## src/rtl/div_chain_ctrl.sv

```systemverilog
// -----------------------------------------------------------------------------
// div_chain_ctrl
//
// Controller for a two-stage cascaded clock-enable divider. Stage 0 divides
// clk by div0 and produces tick0. Stage 1 divides tick0 pulses by div1 and
// produces tick1. Both ticks are registered single-cycle enables, so all
// downstream logic stays on clk. A run can be continuous (burst = 0) or can
// stop by itself after a finite number of tick1 pulses.
//
// Handshakes (valid/ready):
//   Configuration transfers on a rising edge where cfg_valid & cfg_ready are
//   both high. cfg_ready is high only in IDLE. The offerer may hold cfg_valid
//   for any number of cycles and must keep cfg_div0/cfg_div1/cfg_burst stable
//   while it is high. start and stop are level-sampled commands. start is
//   honoured only in IDLE, and stop is honoured only in RUN.
//
// Ports:
//   clk        system clock; all logic on the rising edge
//   rst        synchronous, active-high reset
//   cfg_valid  configuration offered
//   cfg_ready  configuration can be accepted (IDLE only)
//   cfg_div0   stage-0 divisor (clk cycles per tick0); 0 is stored as 1
//   cfg_div1   stage-1 divisor (tick0 pulses per tick1); 0 is stored as 1
//   cfg_burst  number of tick1 pulses to run; 0 = continuous
//   start      begin a run
//   stop       abort a run
//   busy       high while a run is active (including the completion cycle)
//   tick0      registered 1-cycle stage-0 enable
//   tick1      registered 1-cycle stage-1 enable
//   out        out[0] toggles on each tick0; out[1] toggles on each tick1
//   done       1-cycle pulse on the final tick1 of a finite burst
//   dbg_state  current FSM state (0 = IDLE, 1 = RUN, 2 = DONE)
// -----------------------------------------------------------------------------
module div_chain_ctrl #(
   parameter int CNT_W = 8
) (
   input  logic             clk,
   input  logic             rst,
   input  logic             cfg_valid,
   output logic             cfg_ready,
   input  logic [CNT_W-1:0] cfg_div0,
   input  logic [CNT_W-1:0] cfg_div1,
   input  logic [CNT_W-1:0] cfg_burst,
   input  logic             start,
   input  logic             stop,
   output logic             busy,
   output logic             tick0,
   output logic             tick1,
   output logic [1:0]       out,
   output logic             done,
   output logic [1:0]       dbg_state
);

   typedef enum logic [1:0] {
      S_IDLE = 2'd0,
      S_RUN  = 2'd1,
      S_DONE = 2'd2   // cycle carrying the final tick1/done; then IDLE
   } state_t;

   localparam logic [CNT_W-1:0] ONE = CNT_W'(1);

   state_t           state_q;
   logic [CNT_W-1:0] cnt0_q, cnt1_q, bcnt_q;
   logic [CNT_W-1:0] div0_q, div1_q, burst_q;
   logic             tick0_q, tick1_q, done_q, busy_q, cfg_ready_q;
   logic [1:0]       out_q;

   // Next values of the registered tick/done outputs while counting. A stop
   // in RUN suppresses every event on that edge, so stop beats a final tick1.
   logic tick0_d, tick1_d, done_d;

   always_comb begin
      tick0_d = (state_q == S_RUN) && !stop && (cnt0_q == div0_q - ONE);
      tick1_d = tick0_d && (cnt1_q == div1_q - ONE);
      done_d  = tick1_d && (burst_q != '0) && (bcnt_q == burst_q - ONE);
   end

   always_ff @(posedge clk) begin
      if (rst) begin
         state_q     <= S_IDLE;
         cnt0_q      <= '0;
         cnt1_q      <= '0;
         bcnt_q      <= '0;
         div0_q      <= ONE;
         div1_q      <= ONE;
         burst_q     <= '0;
         tick0_q     <= 1'b0;
         tick1_q     <= 1'b0;
         done_q      <= 1'b0;
         busy_q      <= 1'b0;
         cfg_ready_q <= 1'b1;
         out_q       <= 2'b00;
      end else begin
         tick0_q <= tick0_d;
         tick1_q <= tick1_d;
         done_q  <= done_d;
         case (state_q)
            S_IDLE: begin
               // Capture before start is looked at, so a simultaneous
               // config+start runs with the new values.
               if (cfg_valid) begin
                  div0_q  <= (cfg_div0 == '0) ? ONE : cfg_div0;
                  div1_q  <= (cfg_div1 == '0) ? ONE : cfg_div1;
                  burst_q <= cfg_burst;
               end
               cnt0_q <= '0;
               cnt1_q <= '0;
               bcnt_q <= '0;
               if (start) begin
                  state_q     <= S_RUN;
                  busy_q      <= 1'b1;
                  cfg_ready_q <= 1'b0;
               end
            end
            S_RUN: begin
               if (stop) begin
                  state_q     <= S_IDLE;
                  busy_q      <= 1'b0;
                  cfg_ready_q <= 1'b1;
                  cnt0_q      <= '0;
                  cnt1_q      <= '0;
                  bcnt_q      <= '0;
               end else begin
                  cnt0_q <= tick0_d ? '0 : cnt0_q + ONE;
                  if (tick0_d) begin
                     out_q[0] <= ~out_q[0];
                     cnt1_q   <= tick1_d ? '0 : cnt1_q + ONE;
                  end
                  if (tick1_d) begin
                     out_q[1] <= ~out_q[1];
                     // Continuous runs never count bursts, so bcnt cannot wrap.
                     if (burst_q != '0) bcnt_q <= bcnt_q + ONE;
                  end
                  if (done_d) begin
                     state_q <= S_DONE;
                     bcnt_q  <= '0;
                  end
               end
            end
            S_DONE: begin
               state_q     <= S_IDLE;
               busy_q      <= 1'b0;
               cfg_ready_q <= 1'b1;
               cnt0_q      <= '0;
               cnt1_q      <= '0;
               bcnt_q      <= '0;
            end
            default: begin
               state_q     <= S_IDLE;
               busy_q      <= 1'b0;
               cfg_ready_q <= 1'b1;
            end
         endcase
      end
   end

   assign cfg_ready = cfg_ready_q;
   assign busy      = busy_q;
   assign tick0     = tick0_q;
   assign tick1     = tick1_q;
   assign done      = done_q;
   assign out       = out_q;
   assign dbg_state = state_q;

endmodule

```

## config.mk

```make
export PLATFORM = sky130hd
export DESIGN_NAME = div_chain_ctrl
export DESIGN_NICKNAME = d
export VERILOG_FILES = /design/src/rtl/div_chain_ctrl.sv
export SDC_FILE = /design/constraint.sdc
export NUM_CORES = 1
export LEC_CHECK = 0
export BUFFER_PORTS_ARGS = -buffer_cell sky130_fd_sc_hd__buf_4
export CAP_MARGIN = 20
export CORE_UTILIZATION = 35
export CTS_CLUSTER_SIZE = 8
export DETAILED_ROUTE_END_ITERATION = 12
export HOLD_SLACK_MARGIN = 0.1
export PLACE_DENSITY = 0.57
export REMOVE_ABC_BUFFERS = 1
export SETUP_SLACK_MARGIN = 0.2
export SLEW_MARGIN = 20
export SYNTH_ARGS = -nofsm -noshare
export SYNTH_HDL_FRONTEND = slang
export SYNTH_SLANG_ARGS = --single-unit
```

## constraint.sdc

```tcl
create_clock -name clk -period 4.4 [get_ports clk]
set_input_delay 0.66 -clock clk [delete_from_list [all_inputs] [get_ports clk]]
set_output_delay 0.66 -clock clk [all_outputs]
set_load 0.05 [all_outputs]
```

* Word level (Yosys, flattened, before mapping)
Index checks and enable logic that the tools add are counted.
** Operators by class
- Add/sub/neg operators :: 6
- Bitwise logic cells :: 3
- Reductions and logical operators :: 19
- Eq/ne operators :: 11
- Multiplexer cells :: 24
** Operator list (number)
- 2-to-1 mux 8 bit :: 11
- case mux 8 bit (2 select lines) :: 3
- adder 8 x 1 -> 8 bit, second input constant :: 3
- == test 8 bit :: 3
- subtractor 8 x 1 -> 8 bit, second input constant :: 3
- logical NOT 8 bit :: 2
- AND reduction 3 bit :: 3
- AND reduction 2 bit :: 4
- nonzero test 8 bit :: 1
- 2-to-1 mux 2 bit :: 3
- inequality test 3 bit, second input constant :: 2
- logical AND 1 bit :: 5
- 2-to-1 mux 1 bit :: 4
- inequality test 2 bit, second input constant :: 2
- inequality test 4 x 3 -> 1 bit, second input constant :: 1
- inequality test 4 bit, second input constant :: 1
- case mux 1 bit (2 select lines) :: 2
- case mux 2 bit (2 select lines) :: 1
- inverter 1 bit :: 3
- == test 2 x 1 -> 1 bit, second input constant :: 1
- == test 2 bit, second input constant :: 1
- logical NOT 2 bit :: 1
- nonzero test 2 bit :: 1
- OR reduction 2 bit :: 1
- logical NOT 1 bit :: 1
** Word-level totals
- Register bits :: 57
- Logic and storage cells :: 77
- Output and inout port bits :: 9

* Depth between registers and ports, before layout
- Depth after elaboration :: 9
- Gate-level depth with buffers :: 10

* Least setup slack after synthesis
No wires, ideal clock.
- Path kind :: register to register
- Start point :: reg div1_q[0]
- End point :: reg bcnt_q[6]
- Library setup time :: 88 ps
- Path slack :: 1734 ps
- Cell stages (with the launch flop) :: 8
- Path buffers :: 0
- Data arrival time :: 2578 ps
- Required time :: 4312 ps
- Cell sequence :: dfxtp_1 -> or4_4 -> nor4_1 -> nor3_1 -> a2111oi_4 -> nand4_2 -> or4_4 -> o32ai_2
** On the way
- Word-level cells in the longest chain between the ends :: 8
- Elaborated cells between the ends (all ways) :: 11
** Ends and longest elaborated chain
- start, declared :: RTL line 64 : logic [CNT_W-1:0] div0_q, div1_q, burst_q;
- start signal, assigned :: RTL line 103 : div1_q <= (cfg_div1 == '0) ? ONE : cfg_div1;
- subtractor 8 x 1 -> 8 bit * :: RTL line 74 : tick1_d = tick0_d && (cnt1_q == div1_q - ONE);
- == test 8 bit * :: RTL line 74
- logical AND 1 bit * :: RTL line 74
- logical AND 1 bit (2 in a row) :: RTL line 75 : done_d = tick1_d && (burst_q != '0) && (bcnt_q == burst_q - ONE);
- 2-to-1 mux 8 bit :: RTL line 134 : if (done_d) begin
- 2-to-1 mux 8 bit :: RTL line 116 : if (stop) begin
- case mux 8 bit (2 select lines) :: RTL line 97 : case (state_q)
- end signal, assigned :: RTL line 132 : if (burst_q != '0) bcnt_q <= bcnt_q + ONE;
- end, declared :: RTL line 63 : logic [CNT_W-1:0] cnt0_q, cnt1_q, bcnt_q;
Every way passes the cells marked *; elsewhere a longest branch is shown, timed or not.
A chain may end at the register's enable or synchronous reset.

* Worst setup path after layout
Same ends and word-level chain as after synthesis.

==> impl_results.md <==
- Unique masters post-synth: between 50 and 60
- Post-Syn Instances: between 400 and 500
- Overall Global Routing Usage: 16.4%
- Post-synth EDFFs: 0
- Crit. Startpoint: div1_q[0]
- Warnings, synthesis: 0
- Port Buffers: 37
- Row cnt: 34
- Gp weighted congestion: a little over 0.8
- Core Box Area: 0.00885 mm2
- Leak pwr: approximately 1.5 nW
- Largest net degree at the start of global routing: 43
- Worst-Margin Slew: between 0.9 and 1 ns
- Synth area leaders: dfxtp_1, nand2_1, a21oi_1, xnor2_1, xor2_1
- Worst hold path type: flip-flop to flip-flop
- Worst r2r src: div1_q[0]
- Failing checks: DRC
- Detailed placer's ending HPWL: between 5 and 6 mm
- Die height: approximately 100 um
- Post-CTS Resized: 0
- P per Cell Area: approximately 320 mW/mm2
- CP arrival: between 3 and 4 ns
- Fin crit share: between 70% and 80%
- Slowest cell on crit path: a2111oi_4
- Setup TNS: 0 ns
- Area Growth Syn to Fin: 16.0%
- Clock tree root driver cell: clkbuf_8
- Nets: between 400 and 500
- Max H-tree Level: 3
- HP Start: div1_q[7]
- Synth Area per Inst: 7.88 um2
- Worst path required time: ~4.7 ns
- Synthesis-stage register bit count: 57
- Maximum vdd drop: between 0.00015 and 0.0002 V
- Status: finished, violations left
- Antenna Nets Post-Route: 0
- Final Hold Viols: 0
- WL final: roughly 7.5 mm
- Hold slack: ~0.47 ns
- Cell mode on critical path: or4_4
- Post-synth top area cell: dfxtp_1
- Final setup viols: 0
- Top-count cell post-synth: nand2_1
- Clk buf depth: 2
- Initial core utilization: 36.8%
- Critical Path Fanout Max: 11
- Setup CP Type: flip-flop to flip-flop
- Final Max Slew Viols: 0
- Residual overflow from global routing: 0
- Hold_buf cts: 0
- Skew-Pair Late Insertion Delay: about 0.34 ns
- Drt initial violations: around 120
- Main flop type after synthesis: dfxtp_1
- IO Count: 38
- TritonCTS clock tree: done
- Worst setup SP type: flip-flop
- First-pass GRT wire length: ~13 mm
- Width of the chip: just under 100 um
- Share of cells above drive strength 1: between 10% and 20%
- Post-CTS setup buffer count: 0
- Top-area cell type share of the netlist area: around a third
- # fillers: 889
- Endpoint type of the worst setup path: flip-flop
- Routed via count: roughly 2900
- Number of diodes: 0
- DIE AREA: ~0.0097 mm2
- Clk slew on worst S/H paths: 0.07 ns
- DR pass1 iterations: 10
- Crit path largest cell delay: approximately 0.7 ns
- # DRC: 2
- Clock sinks: 57
- Total power: 0.00120 W
- Num CTS Buffers: 9
- Fraction of registers with async set/reset: 0%
- CP Cell Sequence: or4_4 > nor4_1 > nor3_1 > a2111oi_4 > nand4_2 > or4_4 > o32ai_2
- Vias/cell: 5.33
- Synthesized cell area: 0.00325 mm2
- RSZ-0062 raised after global routing: no
- WP buf/inv: 0
- Hold-critical path depth: 2
- Clock Skew: between 0.007 and 0.008 ns
- Post-synthesis sequential area ratio: a little over a third
- Worst slew margin: 39.6%
- Initial antenna violation count: 0
- Minimum clock period: approximately 3.2 ns
- Max Fclk: between 300 and 400 MHz
- Worst reg2reg path depth: 7
- Vias in the first global route: between 2000 and 3000
- Top cells by count, synth: nand2_1, dfxtp_1, a21oi_1
- Max Cap Viol: 0
- Crit path max-delay family: simple AND/OR/NAND/NOR gates
- Cell count along the critical path: 7
- DR WL/cell: 13.6 um
-- stage by stage --
step	util [%]	worst slack, ns	instances	cell area [um2]
after floorplan	-	0.996	388	3160
after global placement	40.5	1.24	534	3580
after detailed placement	40.5	1.19	534	3580
after CTS	42.6	1.18	550	3770
after global routing	42.6	1.02	550	3770
final	42.6	1.16	550	3770
-- worst reg2reg max path, stage by stage (launching register included) --
cell and delay [ns]:
dfxtp_1 0.35, or4_4 0.57, nor4_1 0.28, nor3_1 0.13, a2111oi_4 0.70, nand4_2 0.30
or4_4 0.59, o32ai_2 0.25
-- area by class of cell --
class                           count  area (um2)  area share, %
Timing Repair Buffer               38         285           7.56
Inverter                           18        67.6           1.79
Multi-Input combinational cell    313        1950           51.7
Clock inverter                      2        10.0          0.265
Tap cell                          108         135           3.58
Sequential cell                    57        1140           30.2
Clock buffer                       14         183           4.84
-- report_power, final --
group	switching [W]	total, W	internal [W]
registers	0.0000219	0.000555	0.000533
clock network	0.000207	0.000471	0.000264
logic	0.000101	0.000178	0.0000772
-- final timing paths --
kind	to	slack, ns
min	div1_q[7]	0.47
max reg2reg	bcnt_q[6]	1.16
min reg2reg	div1_q[7]	0.47
max	bcnt_q[6]	1.16
-- per-layer routing --
| metal | vias up | wire length, um | GRT usage (%) |
|---|---|---|---|
| met5 | - | 0 | 0 |
| met4 | 0 | 50 | 5.17 |
| met3 | 6 | 302 | 3.69 |
| met2 | 54 | 3560 | 28.5 |
| met1 | 1350 | 3590 | 20.1 |
| li1 | 1521 | - | - |
-- flip-flops by register name (all words and copies together) (netlist names), 2 cells and up --
signal / cells
bcnt_q: 8
burst_q: 8
cnt0_q: 8
cnt1_q: 8
dbg_state: 2
div0_q: 8
div1_q: 8
out: 2
-- cells in the final DEF (no fill, tap or decap), types with 3 or more instances in the layout --
cell	n
a211oi_1	4
or2_2	3
and3_1	7
xor2_1	14
o211ai_1	9
xnor2_1	16
o21ai_0	7
mux2i_1	6
nand3_1	14
nand4bb_1	4
nand4b_1	3
dfxtp_1	57
inv_1	18
nor2b_1	7
a21oi_1	33
a32oi_1	4
nand2_1	63
nand4_1	6
nand2b_1	6
a21o_1	3
buf_4	38
nor4_1	8
nor2_1	32
nor3_1	9
o21ai_1	5
o22ai_1	3
clkbuf_8	13
ha_1	6
-- logic make-up (layout without fill, tap and decap cells) --
kind of cell	after synthesis	in the layout	share of synthesized area, %
DFF	57	57	35.1
AOI/OAI and AO/OA	93	93	19.8
buffers and inverters	43	72	4.96
xor gates and xnor gates	30	30	8.08
muxes	6	6	1.85
adders and majority gates	6	6	2.31
and+or+nand+nor	178	178	27.9
(Power assumes the default switching activity.)
